<file path="src/rtl/usb_cmd_pkg.sv">
// usb_cmd_pkg: shared constants and state encoding for the USB command
// interpreter (packet headers, opcodes, response status codes, FSM states).
package usb_cmd_pkg;

    localparam logic [15:0] CMD_HDR = 16'hC3A5;
    localparam logic [15:0] RSP_HDR = 16'h5A3C;

    localparam logic [1:0] OP_PING    = 2'd0;
    localparam logic [1:0] OP_WRITE   = 2'd1;
    localparam logic [1:0] OP_READ    = 2'd2;
    localparam logic [1:0] OP_ILLEGAL = 2'd3;

    localparam logic [15:0] ST_OK    = 16'h0000;
    localparam logic [15:0] ST_CSUM  = 16'h0001;
    localparam logic [15:0] ST_BADOP = 16'h0002;

    typedef enum logic [3:0] {
        S_HDR,
        S_CMD,
        S_DATA,
        S_CSUM,
        S_EXEC,
        S_RDATA,
        S_RSP0,
        S_RSP1,
        S_RSP2,
        S_RSP3
    } state_t;

endpackage

</file>
<file path="src/rtl/usb_cmd_csum.sv">
// usb_cmd_csum: running 16-bit sum of the command and data words of a packet,
// compared against the packet's checksum word. Only instantiated when
// USB_CMD_CSUM_EN is defined.
module usb_cmd_csum (
    input  logic        clk,
    input  logic        rst_n,
    input  logic        clear,
    input  logic        add_en,
    input  logic [15:0] add_data,
    input  logic [15:0] csum_word,
    output logic        match
);

    logic [15:0] sum;

    // Accumulate w1 and w2 modulo 2^16; restart while waiting for a header.
    always_ff @(posedge clk or negedge rst_n) begin
        if (!rst_n) begin
            sum <= 16'h0000;
        end else if (clear) begin
            sum <= 16'h0000;
        end else if (add_en) begin
            sum <= sum + add_data;
        end
    end

    assign match = (sum == csum_word);

endmodule

</file>
<file path="src/rtl/usb_cmd_interpreter.sv">
// usb_cmd_interpreter: reads 4-word command packets from the host command
// FIFO, executes ping/write/read on a simple register bus and returns a
// 4-word response. Define USB_CMD_CSUM_EN to verify the checksum word;
// otherwise the checksum word is read and discarded.
module usb_cmd_interpreter
    import usb_cmd_pkg::*;
#(
    parameter int ADDR_W    = 8,
    parameter int ERR_CNT_W = 8
) (
    input  logic                 clk,
    input  logic                 rst_n,
    input  logic [15:0]          cmd_fifo_data,
    input  logic                 cmd_fifo_empty,
    output logic                 cmd_fifo_re,
    output logic [15:0]          rsp_fifo_data,
    output logic                 rsp_fifo_we,
    input  logic                 rsp_fifo_full,
    output logic [ADDR_W-1:0]    reg_addr,
    output logic [15:0]          reg_wdata,
    output logic                 reg_we,
    output logic                 reg_re,
    input  logic [15:0]          reg_rdata,
    output logic                 busy,
    output logic [15:0]          pkt_count,
    output logic [ERR_CNT_W-1:0] err_count
);

    state_t      state;
    state_t      state_next;
    logic        rd_pending;
    logic [15:0] w1_q;
    logic [15:0] w2_q;
    logic [15:0] rsp2_q;
    logic [15:0] status_q;
    logic [15:0] exec_status;
    logic        csum_bad;
    logic        hdr_bad;
    logic [1:0]  op;

    assign op      = w1_q[15:14];
    assign busy    = (state != S_HDR);
    assign hdr_bad = (state == S_HDR) && rd_pending && (cmd_fifo_data != CMD_HDR);

`ifdef USB_CMD_CSUM_EN
    logic [15:0] w3_q;
    logic        csum_match;

    usb_cmd_csum u_csum (
        .clk       (clk),
        .rst_n     (rst_n),
        .clear     (state == S_HDR),
        .add_en    (rd_pending && ((state == S_CMD) || (state == S_DATA))),
        .add_data  (cmd_fifo_data),
        .csum_word (w3_q),
        .match     (csum_match)
    );

    assign csum_bad = !csum_match;

    // Hold the received checksum word for the comparison in EXEC.
    always_ff @(posedge clk or negedge rst_n) begin
        if (!rst_n) begin
            w3_q <= 16'h0000;
        end else if (rd_pending && (state == S_CSUM)) begin
            w3_q <= cmd_fifo_data;
        end
    end
`else
    assign csum_bad = 1'b0;
`endif

    // Checksum errors take priority over an illegal opcode.
    always_comb begin
        exec_status = ST_OK;
        if (csum_bad) begin
            exec_status = ST_CSUM;
        end else if (op == OP_ILLEGAL) begin
            exec_status = ST_BADOP;
        end
    end

    // State register.
    always_ff @(posedge clk or negedge rst_n) begin
        if (!rst_n) begin
            state <= S_HDR;
        end else begin
            state <= state_next;
        end
    end

    // Next-state and strobes: one FIFO read in flight at a time, register
    // strobes only in EXEC, response words held until the FIFO accepts them.
    always_comb begin
        state_next    = state;
        cmd_fifo_re   = 1'b0;
        rsp_fifo_we   = 1'b0;
        rsp_fifo_data = 16'h0000;
        reg_we        = 1'b0;
        reg_re        = 1'b0;
        case (state)
            S_HDR, S_CMD, S_DATA, S_CSUM: begin
                if (rd_pending) begin
                    case (state)
                        S_HDR:   state_next = (cmd_fifo_data == CMD_HDR) ? S_CMD : S_HDR;
                        S_CMD:   state_next = S_DATA;
                        S_DATA:  state_next = S_CSUM;
                        default: state_next = S_EXEC;
                    endcase
                end else begin
                    cmd_fifo_re = !cmd_fifo_empty;
                end
            end
            S_EXEC: begin
                if (exec_status == ST_OK) begin
                    reg_we = (op == OP_WRITE);
                    reg_re = (op == OP_READ);
                end
                state_next = S_RDATA;
            end
            S_RDATA: begin
                state_next = S_RSP0;
            end
            S_RSP0: begin
                rsp_fifo_data = RSP_HDR;
                rsp_fifo_we   = !rsp_fifo_full;
                if (!rsp_fifo_full) state_next = S_RSP1;
            end
            S_RSP1: begin
                rsp_fifo_data = w1_q;
                rsp_fifo_we   = !rsp_fifo_full;
                if (!rsp_fifo_full) state_next = S_RSP2;
            end
            S_RSP2: begin
                rsp_fifo_data = rsp2_q;
                rsp_fifo_we   = !rsp_fifo_full;
                if (!rsp_fifo_full) state_next = S_RSP3;
            end
            S_RSP3: begin
                rsp_fifo_data = status_q;
                rsp_fifo_we   = !rsp_fifo_full;
                if (!rsp_fifo_full) state_next = S_HDR;
            end
            default: begin
                state_next = S_HDR;
            end
        endcase
    end

    // Capture packet words and build the response payload and status.
    always_ff @(posedge clk or negedge rst_n) begin
        if (!rst_n) begin
            rd_pending <= 1'b0;
            w1_q       <= 16'h0000;
            w2_q       <= 16'h0000;
            rsp2_q     <= 16'h0000;
            status_q   <= ST_OK;
            reg_addr   <= '0;
            reg_wdata  <= 16'h0000;
        end else begin
            rd_pending <= cmd_fifo_re;
            if (rd_pending && (state == S_CMD)) begin
                w1_q     <= cmd_fifo_data;
                reg_addr <= cmd_fifo_data[ADDR_W-1:0];
            end
            if (rd_pending && (state == S_DATA)) begin
                w2_q      <= cmd_fifo_data;
                reg_wdata <= cmd_fifo_data;
            end
            if (state == S_EXEC) begin
                status_q <= exec_status;
                rsp2_q   <= (exec_status == ST_OK) ? w2_q : 16'h0000;
            end
            if ((state == S_RDATA) && (status_q == ST_OK) && (op == OP_READ)) begin
                rsp2_q <= reg_rdata;
            end
        end
    end

    // Packet counter wraps; error counter saturates at all-ones.
    always_ff @(posedge clk or negedge rst_n) begin
        if (!rst_n) begin
            pkt_count <= 16'h0000;
            err_count <= '0;
        end else begin
            if ((state == S_EXEC) && (exec_status == ST_OK)) begin
                pkt_count <= pkt_count + 16'd1;
            end
            if (hdr_bad || ((state == S_EXEC) && (exec_status != ST_OK))) begin
                if (err_count != {ERR_CNT_W{1'b1}}) begin
                    err_count <= err_count + ERR_CNT_W'(1);
                end
            end
        end
    end

endmodule

</file>
<file path="config.mk">
export PLATFORM = sky130hd
export DESIGN_NAME = usb_cmd_interpreter
export DESIGN_NICKNAME = d
export VERILOG_FILES = /design/src/rtl/usb_cmd_pkg.sv /design/src/rtl/usb_cmd_csum.sv /design/src/rtl/usb_cmd_interpreter.sv
export SDC_FILE = /design/constraint.sdc
export NUM_CORES = 1
export LEC_CHECK = 0
export ABC_AREA = 1
export BUFFER_PORTS_ARGS = -buffer_cell sky130_fd_sc_hd__buf_4
export CAP_MARGIN = 40
export CORE_MARGIN = 8
export CORE_UTILIZATION = 32
export CTS_BUF_LIST = sky130_fd_sc_hd__clkbuf_8
export CTS_CLUSTER_DIAMETER = 80
export CTS_CLUSTER_SIZE = 28
export DETAILED_ROUTE_END_ITERATION = 10
export PLACE_DENSITY = 0.63
export SLEW_MARGIN = 20
export SYNTH_ARGS = -nofsm -noshare
export SYNTH_HDL_FRONTEND = slang
export SYNTH_SLANG_ARGS = --single-unit
</file>
<file path="constraint.sdc">
create_clock -name clk -period 2.4 [get_ports clk]
set_input_delay 0.12 -clock clk [delete_from_list [all_inputs] [get_ports clk]]
set_output_delay 0.12 -clock clk [all_outputs]
set_load 0.03 [all_outputs]
</file>
* Yosys cells after proc, flatten, opt, wreduce, memory -nomap -nowiden
Index checks and enable logic that the tools add are counted.
** Word-level totals
- Register bits after elaboration :: 101
- Logic and storage cells :: 72
** Cells by class
- Add/sub/neg operators :: 2
- Equal/unequal tests :: 20
- Multiplexer cells :: 20
- Reductions and logical operators :: 21
** Operator list (count)
- $pmux 16 s4 :: 1
- $mux 16 :: 3
- $logic_not 16->1 :: 2
- $pmux 4 s7 :: 1
- $mux 4 :: 5
- $add 16x1->16 const B :: 1
- $eq 16x16->1 const B :: 1
- $eq 4x3->1 const B :: 4
- $ne 16x16->1 const B :: 1
- $reduce_bool 16->1 :: 1
- $ne 2x2->1 const B :: 5
- $pmux 3 s3 :: 1
- $add 8x1->8 const B :: 1
- $eq 4x2->1 const B :: 2
- $eq 4x4->1 const B :: 2
- $logic_and 1x1->1 :: 8
- $mux 1 :: 8
- $ne 8x8->1 const B :: 1
- $reduce_or 4->1 :: 2
- $reduce_and 5->1 :: 1
- $eq 2x2->1 const B :: 2
- $eq 4x1->1 const B :: 1
- $logic_not 4->1 :: 1
- $reduce_bool 4->1 :: 1
- 6 further kinds :: 7

* Longest topological paths before layout
- Depth after elaboration :: 6
- Depth in mapped cells :: 10

* Least setup slack after synthesis
OpenSTA, ideal clock, no wires.
- Path type :: register to register
- Start point :: register err_count[0]
- End point :: register err_count[6]
- Library setup time :: 66 ps
- Data arrival time :: 1602 ps
- Required time :: 2334 ps
- Path slack :: 732 ps
- Cell stages (with the launch flop) :: 8
- Period minus slack after synthesis :: 1668 ps
- Cell sequence :: dfrtp_1 -> ha_1 -> nand3_1 -> nor2_1 -> nand3_1 -> nand2_2 -> nand2_1 -> nand2_1
** Between the ends
- Word-level cells in the longest chain between the ends :: 2
- Elaborated cells on any way between the ends :: 3
- Classes of those cells :: add/sub: 1; eq/ne: 1; reduce/logical: 1
** Ends and longest elaborated chain
- start, declared :: RTL line usb_cmd_interpreter.sv:26 : output logic [ERR_CNT_W-1:0] err_count
- start signal, assigned :: RTL line usb_cmd_interpreter.sv:191 : err_count <= err_count + ERR_CNT_W'(1);
- parallel branches: the longest is 2 deep, another holds $add 8x1->8
Parallel ways; which one is timed is not known.
A chain may end at the register's enable or synchronous reset.

* Final worst setup path
- Start point :: register state[0]
- End point :: output rsp_fifo_data[3]
** Between the ends
- Word-level cells in the longest chain between the ends :: 2
- Elaborated cells on any way between the ends :: 5
- Classes of those cells :: eq/ne: 4; mux: 1
** Ends and longest elaborated chain
- start, declared :: RTL line usb_cmd_interpreter.sv:29 : state_t state;
- start signal, assigned :: RTL line usb_cmd_interpreter.sv:88 : state <= state_next;
- $eq 4x4->1 or $eq 4x3->1 (tied branches) :: RTL line usb_cmd_interpreter.sv:101 : case (state)
- $pmux 16 s4 (*) :: RTL line usb_cmd_interpreter.sv:101
- end, declared :: RTL line usb_cmd_interpreter.sv:16 : output logic [15:0] rsp_fifo_data,
Every way passes the cells marked *; elsewhere a longest branch is shown, timed or not.

==> metrics.md <==
| Metric | Value |
|---|---|
| Least-Margin Pin Slew | `0.657 ns` |
| Simple-gate area share of the yosys netlist | `0.298` |
| Grt total ovfl | `0` |
| Initial antenna violation count | `0` |
| Drt pass-1 iters | `5` |
| Pwr Density | `876 nW/µm²` |
| Grt met3 use | `0.0362` |
| Reg2reg end | `rsp2_q[4]` |
| Initial core utilization | `0.324` |
| Die Wd | `128 µm` |
| Max Clock Freq | `453 MHz` |
| Internal reg-to-reg setup slack | `0.34 ns` |
| Register area | `1950 µm²` |
| HP Class | `in2reg` |
| Setup TNS | `0 ns` |
| Syn Inst Count | `504` |
| TritonCTS buffer count | `9` |
| CTS HTree Levels | `3` |
| Diodes inserted | `0` |
| TritonCTS clock tree | `done` |
| Row count | `41` |
| Largest net degree at the start of global routing | `55` |
| Worst VDD drop | `0.340 mV` |
| Clock Path Buffers | `2` |
| CP Class | `reg2out` |
| P&R area growth vs syn | `29.1%` |
| Rel. slew slack | `0.560` |
| Syn_nets | `542` |
| Tmin final | `2.21 ns` |
| Root buf cell | `clkbuf_8` |
| XOR/XNOR share of the synthesized area | `0.0347` |
| Reg2Reg Launch Point | `state[0]` |
| Worst Path Max Fanout | `12` |
| Final core utilization | `0.418` |
| Synth Cell Area | `4040 µm²` |
| Status | `completed` |
| Tot GR Track Use | `0.155` |
| WL/cell | `16.0 µm` |
| Fraction of layout cells with a size suffix above 1 | `0.235` |
| Combinational Power Share | `0.330` |
| Vias in the first global route | `3726` |
| Final wirelength | `12.4 mm` |
| Max cap viols | `0` |
| Flop pwr share | `0.410` |
| Die area | `16500 µm²` |
| Detailed-route via count | `3726` |
| Largest family of logic cells by synthesized area | `simple AND/OR/NAND/NOR gates` |
| Period utilisation layout | `0.920` |
| Starting DRT DRC Count | `294` |
| Leakage power total | `0.00254 µW` |
| Post-synthesis sequential area ratio | `0.484` |
| DR DRC count | `0` |
| Worst path max stage delay | `0.54 ns` |
| Multiplexer share of the synthesized area | `0` |
| Final Hold Viols | `0` |
| CP max stage cell | `nor2_1` |
| Synth Area in Adders | `0.00620` |
| Crit path to | `rsp_fifo_data[3]` |
| Commonest non-fill, non-tap cell in the layout | `nand2_1` |
| Die height | `128 µm` |
| Clock power share | `0.260` |
| Setup crit end kind | `output pin` |
| RSZ-0062 raised after global routing | `no` |
| Core area | `12500 µm²` |
| First-pass GRT wire length | `19.8 mm` |
| Setup violations, final | `0` |
| I/O pin total | `105` |
| Sw Ratio | `0.388` |
| Global routing usage on met2 | `0.249` |
| Psw | `1770 µW` |
| Syn_area_per_cell | `8.01 µm²` |
| Yosys cell types | `27` |
| Final Skew | `0.00556 ns` |
| Synth Area in Compound Gates | `0.0964` |
| CTS Sinks | `78` |
| Crit path cell chain | `nor2_1 > buf_4 > nand3_1 > nand3_1 > buf_4` |
| R2R cell count | `5` |
| FF+latch count, synth | `78` |
| Clock transition at the registers of the reported paths | `0.08 ns` |
| Startpoint Class | `flip-flop` |
| Met1 usage in global routing | `0.190` |
| Skew-Pair Late Insertion Delay | `0.35 ns` |
| Final Wtd Congestion | `0.882` |
| Yosys warns | `0` |
| Final antenna-violating net count | `0` |
| Multi-input gate area | `1760 µm²` |
| Slew Limit Fails | `0` |
| Data required, critical path | `2.28 ns` |
| DP HPWL | `9.43 mm` |
| Fin nets | `639` |
| Via density | `4.80` |
| Commonest cells after routing, fill and taps aside | `nand2_1, buf_4, dfrtp_1` |
| Internal power | `2800 µW` |
| Worst setup path start | `state[0]` |
| Layer with the highest usage | `met2` |
| FILL cells | `1263` |
| IO buf count | `104` |
| Arr. time, crit path | `2.09 ns` |
## worst min path at each step
stage	start	end	slack (ns)	cells past startpoint
6_report	cmd_fifo_data[12]	w1_q[12]	0.04	3
5_1_grt	cmd_fifo_data[7]	w1_q[7]	0.05	3
4_1_cts	cmd_fifo_data[12]	w1_q[12]	0.03	3
3_5_place_dp	rst_n	rsp2_q[10]	0.05	1
3_3_place_gp	cmd_fifo_empty	rd_pending	0.29	2
2_1_floorplan	rst_n	err_count[0]	-0.18	0
## power by group through the flow
stage          combinational [µW]  sequential (µW)  clock (µW)
2_1_floorplan                 834             1990           0
3_3_place_gp                 1480             1880           0
3_5_place_dp                 1520             1890           0
4_1_cts                      1520             1860        1210
5_1_grt                      1660             1910        1270
6_report                     1500             1870        1190
## worst max-delay path, delay by kind of cell, from the launching register on
family                 cells  cell delay (ns)
and+or+nand+nor            3             0.78
DFF                        1             0.46
buffers and inverters      2             0.49
## metal layers
layer	vias to the layer above	routed length, µm
met1	1761	5310
met4	0	278
li1	1846	-
met5	-	0
met3	14	781
met2	105	6030
## cell type report
type	instances	area share
Clock buffer	9	0.0238
Clock inverter	6	0.0214
Inverter	46	0.0331
Multi-Input combinational cell	353	0.338
Sequential cell	78	0.375
Tap cell	172	0.0413
Timing Repair Buffer	113	0.168
## per-stage QoR
step	hold slack, ns	total power (µW)	instance area (µm²)	cells	setup WS [ns]
2_1_floorplan	-0.176	2820	4040	504	0.732
3_3_place_gp	0.293	3370	4920	759	0.519
3_5_place_dp	0.0546	3400	4950	760	0.396
4_1_cts	0.0290	4600	5210	777	0.0741
5_1_grt	0.0484	4830	5210	777	0.0360
6_report	0.0445	4560	5210	777	0.192
## timing repair
item                                   in CTS  in global routing
setup endpoints to repair                   0                  2
setup buffers                               0                  0
hold buffers                                2                  0
endpoints found under the hold margin      25                  0
resized for setup                           0                  1
## registers in the layout (all words and copies together), names as in the netlist
register and cells:
status_q 1, reg_addr 7, w2_q 16, w1_q 9
err_count 8, pkt_count 16, state 4, rd_pending 1
rsp2_q 16
## cell families after synthesis
kind of cell / count (synthesis)
flip-flops: 78
XOR/XNOR: 16
AO/OA/AOI/OAI: 63
buffers and inverters: 73
adder cells (fa/ha/maj): 2
AND/OR/NAND/NOR: 272
## synthesized netlist by cell type, drive strengths merged
cell	n	share of area
o21a	1	0.0019
inv	46	0.043
o2111ai	1	0.0022
a32o	7	0.017
xor2	12	0.026
a31oi	16	0.025
nand2	132	0.13
and2	1	0.0016
nor3	11	0.014
dfrtp	78	0.48
buf	19	0.030
a41oi	1	0.0022
ha	2	0.0062
a21oi	1	0.0022
o21ai	34	0.042
clkbuf	8	0.0074
nand4	4	0.0062
xnor2	4	0.0087
o211ai	2	0.0037
nand3	72	0.089
nor2	51	0.057
nand3b	1	0.0019
No activity file was read; power rests on OpenSTA's default activity.
